<file path="config.mk">
export PLATFORM = sky130hd
export DESIGN_NAME = alu_flat
export DESIGN_NICKNAME = d
export VERILOG_FILES = /design/src/rtl/alu_pkg.sv /design/src/rtl/alu_if.sv /design/src/rtl/alu_core.sv /design/src/rtl/alu.sv /design/src/flat_wrapper.sv
export SDC_FILE = /design/constraint.sdc
export NUM_CORES = 1
export LEC_CHECK = 0
export ABC_AREA = 1
export BUFFER_PORTS_ARGS = -buffer_cell sky130_fd_sc_hd__buf_2
export CAP_MARGIN = 25
export CORE_UTILIZATION = 61
export DETAILED_ROUTE_END_ITERATION = 8
export HOLD_SLACK_MARGIN = 0.15
export PLACE_DENSITY = 0.91
export SYNTH_ARGS = -nofsm -noshare
export SYNTH_HDL_FRONTEND = slang
export SYNTH_SLANG_ARGS = --single-unit
</file>
<file path="constraint.sdc">
create_clock -name clk -period 0.9 [get_ports clk]
set_input_delay 0 -clock clk [delete_from_list [all_inputs] [get_ports clk]]
set_output_delay 0 -clock clk [all_outputs]
set_load 0.02 [all_outputs]
</file>
<file path="src/rtl/alu_pkg.sv">
// ---------------------------------------------------------------------------
// alu_pkg
//   Shared constants for the execute-stage ALU: the datapath width and the
//   3-bit operation encodings. Imported by the interface, the combinational
//   core and the registered top level so every file agrees on the encoding.
// ---------------------------------------------------------------------------
package alu_pkg;

    localparam int ALU_W  = 32;
    localparam int OP_W   = 3;

    localparam logic [OP_W-1:0] ALU_ADD  = 3'b000;
    localparam logic [OP_W-1:0] ALU_SUB  = 3'b001;
    localparam logic [OP_W-1:0] ALU_AND  = 3'b010;
    localparam logic [OP_W-1:0] ALU_OR   = 3'b011;
    localparam logic [OP_W-1:0] ALU_XOR  = 3'b100;
    localparam logic [OP_W-1:0] ALU_NOR  = 3'b101;
    localparam logic [OP_W-1:0] ALU_SLT  = 3'b110;
    localparam logic [OP_W-1:0] ALU_SLTU = 3'b111;

endpackage

</file>
<file path="src/rtl/alu_if.sv">
// ---------------------------------------------------------------------------
// alu_if
//   Operand/result bundle of the execute-stage ALU.
//   Signals:
//     ALU_DA   [31:0]  operand A
//     ALU_DB   [31:0]  operand B
//     ALUOp    [2:0]   operation select
//     ALU_DC   [31:0]  registered result
//     ALU_zero         registered flag, 1 when ALU_DC == 0
//   Modports:
//     master  drives operands/opcode, observes result and flag
//     slave   the ALU itself
// ---------------------------------------------------------------------------
interface alu_if
    import alu_pkg::*;
();

    logic [ALU_W-1:0] ALU_DA;
    logic [ALU_W-1:0] ALU_DB;
    logic [OP_W-1:0]  ALUOp;
    logic [ALU_W-1:0] ALU_DC;
    logic             ALU_zero;

    modport master (
        output ALU_DA,
        output ALU_DB,
        output ALUOp,
        input  ALU_DC,
        input  ALU_zero
    );

    modport slave (
        input  ALU_DA,
        input  ALU_DB,
        input  ALUOp,
        output ALU_DC,
        output ALU_zero
    );

endinterface

</file>
<file path="src/rtl/alu_core.sv">
// ---------------------------------------------------------------------------
// alu_core
//   Purely combinational ALU datapath. Produces the next result for the
//   current operands and opcode, plus the matching zero flag.
//   Ports:
//     da_i      [31:0]  operand A
//     db_i      [31:0]  operand B
//     op_i      [2:0]   operation select (alu_pkg encodings)
//     result_o  [31:0]  operation result, wrap-around arithmetic
//     zero_o            1 when result_o == 0
// ---------------------------------------------------------------------------
module alu_core
    import alu_pkg::*;
(
    input  logic [ALU_W-1:0] da_i,
    input  logic [ALU_W-1:0] db_i,
    input  logic [OP_W-1:0]  op_i,
    output logic [ALU_W-1:0] result_o,
    output logic             zero_o
);

    logic sltBit;
    logic sltuBit;

    // Signed and unsigned less-than are computed side by side; only the
    // selected one reaches the result, zero-extended to the full width.
    always_comb begin
        sltBit  = ($signed(da_i) < $signed(db_i));
        sltuBit = (da_i < db_i);
    end

    // Operation select. Anything not decoded falls back to zero so an
    // unexpected opcode can never leak a stale or partial value.
    always_comb begin
        result_o = '0;
        unique case (op_i)
            ALU_ADD:  result_o = da_i + db_i;
            ALU_SUB:  result_o = da_i - db_i;
            ALU_AND:  result_o = da_i & db_i;
            ALU_OR:   result_o = da_i | db_i;
            ALU_XOR:  result_o = da_i ^ db_i;
            ALU_NOR:  result_o = ~(da_i | db_i);
            ALU_SLT:  result_o = {{(ALU_W-1){1'b0}}, sltBit};
            ALU_SLTU: result_o = {{(ALU_W-1){1'b0}}, sltuBit};
            default:  result_o = '0;
        endcase
    end

    // The flag is derived from the very result it accompanies, so the two
    // stay consistent once registered together.
    always_comb begin
        zero_o = (result_o == '0);
    end

endmodule

</file>
<file path="src/rtl/alu.sv">
// ---------------------------------------------------------------------------
// alu
//   32-bit execute-stage ALU with registered outputs: one-cycle latency,
//   one operation accepted every clock, no enable or handshake.
//   Ports:
//     clk     clock, state updates on the rising edge
//     reset   asynchronous active-high reset; forces ALU_DC=0, ALU_zero=1
//     bus     alu_if.slave: ALU_DA, ALU_DB, ALUOp in; ALU_DC, ALU_zero out
// ---------------------------------------------------------------------------
module alu
    import alu_pkg::*;
(
    input  logic  clk,
    input  logic  reset,
    alu_if.slave  bus
);

    logic [ALU_W-1:0] dc_d;
    logic [ALU_W-1:0] dc_q;
    logic             zero_d;
    logic             zero_q;

    alu_core u_core (
        .da_i     (bus.ALU_DA),
        .db_i     (bus.ALU_DB),
        .op_i     (bus.ALUOp),
        .result_o (dc_d),
        .zero_o   (zero_d)
    );

    // Output register. The reset value is a zero result, so the flag resets
    // high to stay consistent with it; any pending result is dropped.
    always_ff @(posedge clk or posedge reset) begin
        if (reset) begin
            dc_q   <= '0;
            zero_q <= 1'b1;
        end else begin
            dc_q   <= dc_d;
            zero_q <= zero_d;
        end
    end

    assign bus.ALU_DC   = dc_q;
    assign bus.ALU_zero = zero_q;

endmodule

</file>
<file path="src/flat_wrapper.sv">
// flat-port wrapper written by rule: the top's interface ports become plain ports
module alu_flat import alu_pkg::*;
  (clk, reset, bus_ALU_DA, bus_ALU_DB, bus_ALUOp, bus_ALU_DC, bus_ALU_zero);
  alu_if bus_i ();
  input  logic clk;
  input  logic reset;
  input wire logic [$bits(bus_i.ALU_DA)-1:0] bus_ALU_DA;
  input wire logic [$bits(bus_i.ALU_DB)-1:0] bus_ALU_DB;
  input wire logic [$bits(bus_i.ALUOp)-1:0] bus_ALUOp;
  output wire logic [$bits(bus_i.ALU_DC)-1:0] bus_ALU_DC;
  output wire logic [$bits(bus_i.ALU_zero)-1:0] bus_ALU_zero;
  assign bus_i.ALU_DA = bus_ALU_DA;
  assign bus_i.ALU_DB = bus_ALU_DB;
  assign bus_i.ALUOp = bus_ALUOp;
  assign bus_ALU_DC = bus_i.ALU_DC;
  assign bus_ALU_zero = bus_i.ALU_zero;
  alu u_core (.clk(clk), .reset(reset), .bus(bus_i));
endmodule
</file>
==> flow_summary.json, run 1 <==
{
  "status": "stopped before the end",
  "haltStage": "4_1_cts",
  "error_line": "[ERROR DPL-0038] Utilization greater than 100%, impossible to legalize",
  "ctsResizeCount": 257,
  "port_buffers": 101,
  "initial_core_util": 0.626,
  "ys_seq_area_frac": 0.104,
  "die_y_um": 116,
  "syn_nets": 1580,
  "pre_cts_ws_ns": -1.50,
  "cts_root_buf": "clkbuf_16",
  "place.gp.congestion": 1.09,
  "cts_htree_levels": 2,
  "hpwl_mm": 28.7,
  "rows": 41,
  "hold_buffers": 1,
  "ys_warn_count": 0,
  "die_x_um": 116,
  "cts_sinks": 33,
  "synth.distinct_cells": 38,
  "cts_setup_buffers": 55,
  "synth_seq_cells": 33,
  "io_pins": 102,
  "syn_inst": 1413,
  "syn_area_um2": 7940,
  "cts_made_buffers": 5,
  "syn_area_per_cell_um2": 5.62,
  "clockBufferDepth": 2
}
## metrics by stage
step | instances | setup TNS (ns) | cell area (um2)
after floorplan | 1413 | -12.59 | 8780
after global placement | 1930 | -28.79 | 11400
after detailed placement | 1930 | -32.74 | 11400
## synthesized netlist by cell type (all sizes together)
library cell	count	share of area
a211oi	2	0.0019
a21oi	50	0.033
a221oi	25	0.031
a31oi	1	0.00079
and2	2	0.0016
and3	1	0.00079
buf	42	0.043
clkbuf	2	0.00095
dfrtp	32	0.10
dfstp	1	0.0033
fa	2	0.0050
ha	96	0.15
inv	339	0.16
nand2	469	0.23
nand3	128	0.088
nand3b	2	0.0028
nand4	12	0.0095
nor2	117	0.065
nor3	16	0.013
o2111ai	4	0.0044
o211ai	1	0.00095
o21ai	25	0.016
o21bai	5	0.0047
o22ai	32	0.025
xor2	7	0.0077
## kinds of logic after synthesis
kind of cell / share of synthesized area
AND/OR/NAND/NOR: 0.409
buffers and inverters: 0.205
AO/OA/AOI/OAI: 0.117
adder cells (fa/ha/maj): 0.156
flip-flops: 0.104
XOR/XNOR: 0.00773
==> inputs of run 2 (changes only) <==
--- a/config.mk
+++ b/config.mk
@@ -8,10 +8,9 @@
 export ABC_AREA = 1
 export BUFFER_PORTS_ARGS = -buffer_cell sky130_fd_sc_hd__buf_2
 export CAP_MARGIN = 25
-export CORE_UTILIZATION = 61
+export CORE_UTILIZATION = 40
 export DETAILED_ROUTE_END_ITERATION = 8
-export HOLD_SLACK_MARGIN = 0.15
-export PLACE_DENSITY = 0.91
+export PLACE_DENSITY_LB_ADDON = 0.15
 export SYNTH_ARGS = -nofsm -noshare
 export SYNTH_HDL_FRONTEND = slang
 export SYNTH_SLANG_ARGS = --single-unit
==> flow_summary.json, run 2 <==
{
  "yosys.area.top_type": "nand2_1",
  "synth_seq_cells": 33,
  "clockBufferDepth": 2,
  "rsz0062_at_grt": "true",
  "ys_warn_count": 0,
  "final_common_cell": "buf_4",
  "crit_family": "simple AND/OR/NAND/NOR gates",
  "grt_pass1_vias": 10200,
  "syn_area_per_cell_um2": 5.62,
  "cts_root_buf": "clkbuf_16",
  "utilization": 0.761,
  "synth_top_area_share": 0.212,
  "initial_core_util": 0.408,
  "nets": 2038,
  "cpMaxStageDelayCell": "fa_2",
  "io_pins": 102,
  "slew_headroom": 0.597,
  "yosys-top-cells-area": "nand2_1 21%, ha_1 15%, inv_1 15%",
  "cts_sinks": 33,
  "cp_data_arrival_time_ns": 2.11,
  "hold_viol": 0,
  "totalWireLength_mm": 36.4,
  "dr.pass1.iters": 5,
  "maxSlewViolCount": 0,
  "drive_gt1_frac": 0.574,
  "hpwl_mm": 27.5,
  "drc": 0,
  "synth.mux.area_fraction": 0,
  "grt_pass1_wl_mm": 52.4,
  "rows": 51,
  "ir_drop_v": 0.000839,
  "ys_seq_area_frac": 0.104,
  "syn_inst": 1413,
  "vias_per_cell": 5.10,
  "drt-initial-drc-count": 836,
  "period_share": 2.10,
  "core_area_um2": 19500,
  "end_kind": "register",
  "antenna_found_initial": 0,
  "syn_area_um2": 7940,
  "synth_compound_area_frac": 0.117,
  "syn_nets": 1580,
  "violations": "negative setup slack",
  "grt_overflow_total": 0,
  "final_cell_mix": "306 x buf_4, 289 x nand2_1, 217 x inv_1, 130 x nand2_2, 93 x buf_6",
  "port_buffers": 101,
  "yosysMostFrequentCell": "nand2_1",
  "synthXorXnorAreaFrac": 0.00773,
  "hold_ws_ns": 0.302,
  "yosys.area_share.simple": 0.409,
  "n_antenna_cell": 0,
  "clkTransAtPathRegs_ns": 0.05,
  "syn2layout_area_growth_pct": 86.6,
  "synth_top_family_by_area": "simple AND/OR/NAND/NOR gates",
  "synth.distinct_cells": 38,
  "die_x_um": 143,
  "cp.buffers_inverters": 3,
  "hold_path.class": "input pin to async pin",
  "cp_max_fo": 4,
  "p_leak_nw": 7.97,
  "cts_made_buffers": 5,
  "status": "finished with violations",
  "cpPeakStageDelay_ns": 0.44,
  "die_y_um": 143,
  "crit_chain": "buf_8 -> clkinvlp_4 -> buf_6 -> fa_2 -> nor2_4 -> nand2_2 -> nand3_2 -> nand2_2 -> nand2_4 -> a21oi_1 -> o21ai_0 -> o2111ai_2 -> nor2_1 -> nand2_1 -> nor2_1 -> nand2_2 -> nor2_2",
  "grt_max_degree": 34,
  "power_density_nw_per_um2": 894,
  "cts_tree": "built",
  "worst_slew_pin_slew_ns": 0.605,
  "path_depth": 17,
  "synth_flop_cell": "dfrtp_1",
  "die-area_um2": 20400,
  "setup_viol_count_final": 34,
  "fmax_mhz": 528,
  "crit_start": "bus_ALU_DA[1]",
  "synth_edf_count": 0,
  "cp_common_cell": "nand2_2",
  "yosys.area_share.adder": 0.156,
  "setup-tns-final_ns": -20.61,
  "critPathLaunchType": "input pin",
  "netlist_top_cells_count": "448 x nand2_1, 320 x inv_1, 118 x nand3_1",
  "grt_usage": 0.337,
  "wl_per_cell_um": 17.1,
  "min_period_ns": 1.89,
  "cts_htree_levels": 2,
  "crit_type": "input pin to register",
  "vias": 10900,
  "maxCapViolations": 0,
  "ys_async_sr_fraction": 1.00,
  "largest_reg_flops": 32,
  "place.gp.congestion": 1.02,
  "cp.required_ns": 1.12,
  "fin_ws_ns": -0.992,
  "postRouteAntennaNets": 0
}
## run 2: worst paths after layout
path	endpoint	slack, ns
worst max-delay path	u_core.bus.ALU_zero	-0.99
worst min-delay path	u_core.bus.ALU_DC[23]	0.30
max in group asynchronous	u_core.bus.ALU_zero	0.36
min in group clk	u_core.bus.ALU_DC[6]	0.30
## run 2: what timing repair did
action	CTS	global route
setup endpoints to repair	34	34
cloned	0	0
hold buffers	1	0
pin swaps	114	186
gates resized for setup	325	303
buffers inserted	54	42
endpoints found under the hold margin	33	0
## run 2: layout make-up
type	instances	area, um2
Multi-Input combinational cell	997	7870
Tap cell	265	332
Clock buffer	5	125
Fill cell	1458	4660
Clock inverter	3	17.5
Timing Repair Buffer	495	4240
Sequential cell	33	827
Inverter	339	1400
## run 2: layer usage
metal | global-route usage | vias up | routed length (um)
met4 | 0.111 | 0 | 1360
met3 | 0.0493 | 108 | 2890
li1 | - | 5267 | -
met2 | 0.562 | 491 | 16800
met5 | 0 | - | 0
met1 | 0.441 | 5033 | 15400
## run 2: through the flow
stage / worst slack [ns] / power [mW] / area [um2] / std cells
2_1_floorplan: -0.840 / 5.89 / 8780 / 1413
3_3_place_gp: -1.41 / 9.04 / 11800 / 2056
3_5_place_dp: -1.47 / 9.11 / 11800 / 2056
4_1_cts: -0.919 / 12.0 / 13500 / 2112
5_1_grt: -1.13 / 14.0 / 14800 / 2137
6_report: -0.992 / 13.2 / 14800 / 2137
## run 2: report_power, final
part	switching, mW	internal, mW	total, mW
clock network	0.620	1.01	1.63
registers	0.0427	1.68	1.72
logic	5.44	4.43	9.87
total	6.10	7.13	13.2
## run 2: cell families (layout without fill, tap and decap cells)
logic type	Yosys count	after routing
AOI/OAI and AO/OA	145	145
xor gates and xnor gates	7	7
adders and majority gates	98	98
buffers and inverters	383	842
DFF	33	33
and+or+nand+nor	747	747
Note: power is estimated with default switching activity, not from simulation.
